==> config.mk <==
export PLATFORM = sky130hd
export DESIGN_NAME = alu_issue_stage
export DESIGN_NICKNAME = d
export VERILOG_FILES = /design/src/rtl/alu_issue_pkg.sv /design/src/rtl/alu_issue_decode.sv /design/src/rtl/alu_issue_stage.sv
export SDC_FILE = /design/constraint.sdc
export NUM_CORES = 1
export LEC_CHECK = 0
export ABC_AREA = 1
export BUFFER_PORTS_ARGS = -buffer_cell sky130_fd_sc_hd__buf_4
export CAP_MARGIN = 30
export CORE_ASPECT_RATIO = 2
export CORE_MARGIN = 2
export CORE_UTILIZATION = 45
export DETAILED_ROUTE_END_ITERATION = 10
export GPL_ROUTABILITY_DRIVEN = 0
export PLACE_DENSITY = 0.73
export SLEW_MARGIN = 20
export SYNTH_ARGS = -nofsm -noshare
export SYNTH_HDL_FRONTEND = slang
export SYNTH_SLANG_ARGS = --single-unit
==> constraint.sdc <==
create_clock -name clk -period 1.28 [get_ports clk]
set_input_delay 0.192 -clock clk [delete_from_list [all_inputs] [get_ports clk]]
set_output_delay 0.192 -clock clk [all_outputs]
set_load 0.02 [all_outputs]
==> src/rtl/alu_issue_pkg.sv <==
// Shared definitions for the ALU issue stage: ALU control codes, MIPS opcode/funct values, decoded entry.
// Latency: n/a (types and constants only).
// Backpressure: n/a.
package alu_issue_pkg;

    // ALU control codes driven onto alu_32bit.op
    localparam logic [3:0] ALU_AND = 4'b0000;
    localparam logic [3:0] ALU_OR  = 4'b0001;
    localparam logic [3:0] ALU_ADD = 4'b0010;
    localparam logic [3:0] ALU_SUB = 4'b0110;
    localparam logic [3:0] ALU_SLT = 4'b0111;
    localparam logic [3:0] ALU_NOR = 4'b1100;
    localparam logic [3:0] ALU_SLL = 4'b1101;
    localparam logic [3:0] ALU_SRL = 4'b1110;

    // Primary opcodes
    localparam logic [5:0] OP_RTYPE = 6'b000000;
    localparam logic [5:0] OP_BEQ   = 6'b000100;
    localparam logic [5:0] OP_ADDI  = 6'b001000;
    localparam logic [5:0] OP_ADDIU = 6'b001001;
    localparam logic [5:0] OP_SLTI  = 6'b001010;
    localparam logic [5:0] OP_ANDI  = 6'b001100;
    localparam logic [5:0] OP_ORI   = 6'b001101;
    localparam logic [5:0] OP_LW    = 6'b100011;
    localparam logic [5:0] OP_SW    = 6'b101011;

    // R-type funct codes
    localparam logic [5:0] FN_SLL  = 6'b000000;
    localparam logic [5:0] FN_SRL  = 6'b000010;
    localparam logic [5:0] FN_ADD  = 6'b100000;
    localparam logic [5:0] FN_ADDU = 6'b100001;
    localparam logic [5:0] FN_SUB  = 6'b100010;
    localparam logic [5:0] FN_SUBU = 6'b100011;
    localparam logic [5:0] FN_AND  = 6'b100100;
    localparam logic [5:0] FN_OR   = 6'b100101;
    localparam logic [5:0] FN_NOR  = 6'b100111;
    localparam logic [5:0] FN_SLT  = 6'b101010;

    // One decoded instruction, exactly what the ALU and write-back need
    typedef struct packed {
        logic [3:0]  op;
        logic [31:0] first;
        logic [31:0] second;
        logic [4:0]  shamt;
        logic [4:0]  dest;
        logic        illegal;
    } entry_t;

    localparam entry_t ENTRY_RESET = '0;

    function automatic logic [31:0] sext16(input logic [15:0] imm);
        return {{16{imm[15]}}, imm};
    endfunction

    function automatic logic [31:0] zext16(input logic [15:0] imm);
        return {16'h0000, imm};
    endfunction

endpackage

==> src/rtl/alu_issue_decode.sv <==
// Maps an instruction word plus its rs/rt operands to a decoded ALU entry.
// Latency: purely combinational.
// Backpressure: none; the caller decides when the entry is captured.
import alu_issue_pkg::*;

module alu_issue_decode (
    input  logic [31:0] instr,
    input  logic [31:0] rs_data,
    input  logic [31:0] rt_data,
    output entry_t      entry
);

    logic [5:0]  opcode;
    logic [4:0]  rt_idx;
    logic [4:0]  rd_idx;
    logic [4:0]  sh_fld;
    logic [5:0]  funct;
    logic [15:0] imm;
    logic        bad;

    assign opcode = instr[31:26];
    assign rt_idx = instr[20:16];
    assign rd_idx = instr[15:11];
    assign sh_fld = instr[10:6];
    assign funct  = instr[5:0];
    assign imm    = instr[15:0];

    // Decode opcode/funct into op, operands, shift amount and destination
    always_comb begin
        entry         = ENTRY_RESET;
        entry.op      = ALU_ADD;
        bad           = 1'b0;
        unique case (opcode)
            OP_RTYPE: begin
                entry.first  = rs_data;
                entry.second = rt_data;
                entry.dest   = rd_idx;
                unique case (funct)
                    FN_ADD, FN_ADDU: entry.op = ALU_ADD;
                    FN_SUB, FN_SUBU: entry.op = ALU_SUB;
                    FN_AND:          entry.op = ALU_AND;
                    FN_OR:           entry.op = ALU_OR;
                    FN_NOR:          entry.op = ALU_NOR;
                    FN_SLT:          entry.op = ALU_SLT;
                    FN_SLL, FN_SRL: begin
                        // Shifts operate on rt; the amount comes from the instruction
                        entry.op     = (funct == FN_SLL) ? ALU_SLL : ALU_SRL;
                        entry.first  = rt_data;
                        entry.second = 32'h0;
                        entry.shamt  = sh_fld;
                    end
                    default:         bad = 1'b1;
                endcase
            end
            OP_ADDI, OP_ADDIU, OP_LW: begin
                entry.op     = ALU_ADD;
                entry.first  = rs_data;
                entry.second = sext16(imm);
                entry.dest   = rt_idx;
            end
            OP_SW: begin
                // Address generation only; stores write no register
                entry.op     = ALU_ADD;
                entry.first  = rs_data;
                entry.second = sext16(imm);
            end
            OP_SLTI: begin
                entry.op     = ALU_SLT;
                entry.first  = rs_data;
                entry.second = sext16(imm);
                entry.dest   = rt_idx;
            end
            OP_ANDI: begin
                entry.op     = ALU_AND;
                entry.first  = rs_data;
                entry.second = zext16(imm);
                entry.dest   = rt_idx;
            end
            OP_ORI: begin
                entry.op     = ALU_OR;
                entry.first  = rs_data;
                entry.second = zext16(imm);
                entry.dest   = rt_idx;
            end
            OP_BEQ: begin
                // Compare via subtraction; branch writes no register
                entry.op     = ALU_SUB;
                entry.first  = rs_data;
                entry.second = rt_data;
            end
            default: bad = 1'b1;
        endcase

        // Unsupported encodings still flow downstream, but as a harmless ADD 0+0 to r0
        if (bad) begin
            entry         = ENTRY_RESET;
            entry.op      = ALU_ADD;
            entry.illegal = 1'b1;
        end
    end

endmodule

==> src/rtl/alu_issue_stage.sv <==
// Issue stage feeding alu_32bit; optional 2-entry skid buffer selected by macro ALU_ISSUE_SKID_EN.
// Latency: one cycle from input transfer to out_valid when empty; full throughput of 1/cycle.
// Backpressure: skid build has registered in_ready (low only when full); default build in_ready = !out_valid || out_ready.
import alu_issue_pkg::*;

module alu_issue_stage #(
    parameter int DEPTH_SKID = 2
) (
    input  logic        clk,
    input  logic        rst_n,
    input  logic        in_valid,
    output logic        in_ready,
    input  logic [31:0] in_instr,
    input  logic [31:0] in_rs_data,
    input  logic [31:0] in_rt_data,
    input  logic        flush,
    output logic        out_valid,
    input  logic        out_ready,
    output logic [3:0]  out_op,
    output logic [31:0] out_first,
    output logic [31:0] out_second,
    output logic [4:0]  out_shamt,
    output logic [4:0]  out_dest,
    output logic        out_illegal
);

    // The skid buffer is built for exactly two entries
    if (DEPTH_SKID != 2) begin : g_bad_depth
        $error("alu_issue_stage: DEPTH_SKID must be 2");
    end

    entry_t dec_entry;
    entry_t head_q, head_d;
    logic   in_xfer;
    logic   out_xfer;

    alu_issue_decode u_decode (
        .instr   (in_instr),
        .rs_data (in_rs_data),
        .rt_data (in_rt_data),
        .entry   (dec_entry)
    );

`ifdef ALU_ISSUE_SKID_EN
    localparam logic [1:0] ST_EMPTY = 2'd0;
    localparam logic [1:0] ST_ONE   = 2'd1;
    localparam logic [1:0] ST_FULL  = 2'd2;

    logic [1:0] state_q, state_d;
    entry_t     tail_q, tail_d;
    logic       in_ready_q, in_ready_d;

    assign in_ready  = in_ready_q;
    assign out_valid = (state_q != ST_EMPTY);
    assign in_xfer   = in_valid && in_ready_q;
    assign out_xfer  = out_valid && out_ready;

    // Next-state and entry movement for the two-slot skid buffer; flush wins over everything
    always_comb begin
        state_d = state_q;
        head_d  = head_q;
        tail_d  = tail_q;
        if (flush) begin
            state_d = ST_EMPTY;
        end else begin
            unique case (state_q)
                ST_EMPTY: begin
                    if (in_xfer) begin
                        head_d  = dec_entry;
                        state_d = ST_ONE;
                    end
                end
                ST_ONE: begin
                    if (in_xfer && out_xfer) begin
                        head_d = dec_entry;
                    end else if (in_xfer) begin
                        tail_d  = dec_entry;
                        state_d = ST_FULL;
                    end else if (out_xfer) begin
                        state_d = ST_EMPTY;
                    end
                end
                ST_FULL: begin
                    // in_ready is low here, so only the drain can happen
                    if (out_xfer) begin
                        head_d  = tail_q;
                        state_d = ST_ONE;
                    end
                end
                default: state_d = ST_EMPTY;
            endcase
        end
        // Registered ready: decided from the next state, never from out_ready directly
        in_ready_d = (state_d != ST_FULL);
    end

    // Skid buffer state, entries and registered ready
    always_ff @(posedge clk or negedge rst_n) begin
        if (!rst_n) begin
            state_q    <= ST_EMPTY;
            head_q     <= ENTRY_RESET;
            tail_q     <= ENTRY_RESET;
            in_ready_q <= 1'b1;
        end else begin
            state_q    <= state_d;
            head_q     <= head_d;
            tail_q     <= tail_d;
            in_ready_q <= in_ready_d;
        end
    end
`else
    logic valid_q, valid_d;

    assign out_valid = valid_q;
    assign in_ready  = !valid_q || out_ready;
    assign in_xfer   = in_valid && in_ready;
    assign out_xfer  = valid_q && out_ready;

    // Single pipeline register: load on accept, empty on drain, flush wins
    always_comb begin
        valid_d = valid_q;
        head_d  = head_q;
        if (flush) begin
            valid_d = 1'b0;
        end else if (in_xfer) begin
            head_d  = dec_entry;
            valid_d = 1'b1;
        end else if (out_xfer) begin
            valid_d = 1'b0;
        end
    end

    // Pipeline register state
    always_ff @(posedge clk or negedge rst_n) begin
        if (!rst_n) begin
            valid_q <= 1'b0;
            head_q  <= ENTRY_RESET;
        end else begin
            valid_q <= valid_d;
            head_q  <= head_d;
        end
    end
`endif

    assign out_op      = head_q.op;
    assign out_first   = head_q.first;
    assign out_second  = head_q.second;
    assign out_shamt   = head_q.shamt;
    assign out_dest    = head_q.dest;
    assign out_illegal = head_q.illegal;

endmodule
==> impl_metrics.ini <==
[critical_path]
cpMaxStageDelayCell = dfrtp_2
critical-path-top-delay-family = buffers and inverters
cp.required_ns = 1.51
regToRegEndpoint = out_second[10]
crit_path_end_kind = flop
crit_chain = inv_2 > nor2_2 > inv_2 > nand2_4 > inv_4 > nand3_4 > buf_12 > o21ai_1
r2r_cells = 8
crit_cells = 8
r2r_setup_slack_ns = -0.04
startpoint_type = flop
arrival_ns = 1.55
path_buf_inv = 4
reg2reg_from = out_valid
crit_fanout = 43
crit_top_cell = inv_2
max_stage_delay_ns = 0.38
crit_type = flop to flop

[synth]
ys_types = 25
synthAdderAreaFrac_pct = 0
ys_warn_count = 0
synth_flop_cell = dfrtp_1
syn-num-nets = 1281
synth_cells = 1180
ys_seq_area_share_pct = 29.3
avgSynthCellArea_um2 = 5.78
async_flop_share_pct = 100
synth_compound_area_share_pct = 5.85
synth_xor_area_share_pct = 0
synth_edf_count = 0
synth_top_family_by_area = simple AND/OR/NAND/NOR gates
synthMuxAreaShare_pct = 0
ys_ff_latch = 80
mappedNetlistArea_um2 = 6830
synthSimpleGateAreaFrac_pct = 50.6

[floorplanning]
die-area_um2 = 16200
start_util_pct = 46.1
core_region_area_um2 = 14800
die_h_um = 178
fp-row-count = 63
die_w_um = 91.1
ios = 182

[routing]
wl_um = 23700
ant_nets = 0
routedWlPerCell_um = 14.9
drt_iter0_markers = 727
via_count = 8384
drtPass1Iterations = 5
drc_errors = 0
via_per_inst = 5.29

[global_route]
grt_max_degree = 49
antenna_found_initial = 0
grt_pass1_wl_um = 37600
grt_usage_pct = 28.6
grt_pass1_vias = 7546
overflow = 0

[final_layout]
drive_gt1_share_pct = 25.7
diodes = 0
final_util_pct = 64.7
finalNetCount = 1487
final_common_cell = nand2_1
areaGrowthSynthToFinish_pct = 40.5
final_cell_mix = 334 x nand2_1, 241 x buf_4, 219 x nor2_1
fillers = 1423

[clocking]
clockBufferDepth = 2
cts_root_buf = clkbuf_16
worstSkewPairLatency_ns = 0.35
cts_sinks = 80
cts_buffers = 9
cts-htree-levels = 3
cts.clk_slew.worst_paths_ns = 0.07
cts_tree = built

[min_path]
worstHoldPathCells = 2
min-delay-start = flush
hp-class = input port to flop
min_to = out_valid

[timing]
max_slew_margin_pct = 81.5
drv_slew = 0
fin_setup_tns_ns = -1.02
worstMarginPinSlew_ns = 0.277
fin_crit_sh_pct = 103
worst_slack_ns = -0.0439
rsz0062_at_grt = yes
hold_viol = 0
min_period_ns = 1.32
max_freq_mhz = 755
finalSetupViolCount = 48
holdWs_ns = 0.0107
clock_skew_ns = 0.00560

[power_and_ir_drop]
powerDensity_nw_per_um2 = 715
peakVddDrop_mv = 0.832
leakagePower_uw = 0.00535

[place]
dp_hpwl_um = 16900
dpl_worst_slack_ns = -0.368
io_buffers = 176

[status]
outcome = finished with violations
violations = negative setup slack

[run]
cap_viol_max_count = 0
[what timing repair did]
| action | 4_1_cts | 5_1_grt |
|---|---|---|
| hold buffers | 1 | 0 |
| endpoints found under the setup margin | 57 | 79 |
| cloned | 0 | 1 |
| pin swaps | 0 | 16 |
| setup buffers | 3 | 6 |
| gates resized for setup | 3 | 42 |
| hold endpoints to repair | 80 | 0 |
[metrics by stage]
step / cell area, um^2 / total power [uW] / instances
after floorplan: 6930 / 3280 / 1180
after global placement: 9020 / 4050 / 1559
after detailed placement: 9020 / 4070 / 1559
after CTS: 9370 / 6820 / 1579
after global routing: 9590 / 7130 / 1586
final: 9590 / 6860 / 1586
[final cells by class]
class,instances,area (um^2),share of cell area [%]
clock inverters,7,86.3,0.900
inverters,150,566,5.90
flip-flops and latches,80,2000,20.9
multi-input cells,872,4060,42.4
clock buffers,9,225,2.35
repair buffers,273,2400,25.1
well taps,195,244,2.54
[report_power, final]
group	internal (uW)	total, uW	switching, uW
clock	1560	2760	1200
combinational	627	1510	878
sequential	2570	2600	25.7
total	4750	6860	2100
[flip-flops by register name, summed over array words and instances (netlist names)]
| register | cells |
|---|---|
| out_valid | 1 |
| out_first | 32 |
| out_dest | 5 |
| out_op | 4 |
| out_illegal | 1 |
| out_second | 32 |
| out_shamt | 5 |
[metal layers]
metal | part of all wire [%] | vias to the layer above | routed length, um | global-route usage, %
met5 | 0 | - | 0 | 0
met4 | 4.3 | 0 | 1030 | 12.4
met3 | 6.2 | 69 | 1470 | 3.34
met2 | 51 | 367 | 12000 | 49.0
met1 | 39 | 3811 | 9160 | 36.1
li1 | - | 4137 | - | -
[cells by family (layout without fill, tap and decap cells)]
group	after synthesis	count (layout)
buf+inv	228	439
compound gates	78	78
simple gates	794	794
flops	80	80
[worst max-delay path by stage]
| stage | startpoint | slack, ns | to |
|---|---|---|---|
| 6_report | out_valid | -0.04 | out_second[10] |
| 5_1_grt | out_valid | -0.11 | out_second[24] |
| 4_1_cts | out_valid | -0.01 | out_second[11] |
| 3_5_place_dp | in_instr[31] | -0.37 | out_second[11] |
| 3_3_place_gp | in_instr[31] | -0.30 | out_first[7] |
| 2_1_floorplan | out_valid | -0.04 | out_illegal |
[Yosys cell counts, types with 6 or more instances]
cell type | count | share of area, %
nand2_1 | 338 | 19
nor2_1 | 222 | 12
inv_1 | 146 | 8.0
nand3_1 | 125 | 9.2
nand4_1 | 81 | 7.4
dfrtp_1 | 80 | 29
o21ai_1 | 69 | 5.1
clkbuf_1 | 38 | 2.1
buf_2 | 20 | 1.5
and2_1 | 16 | 1.5
buf_6 | 9 | 1.5
buf_4 | 6 | 0.66
Power figures use the tool's default switching activity.
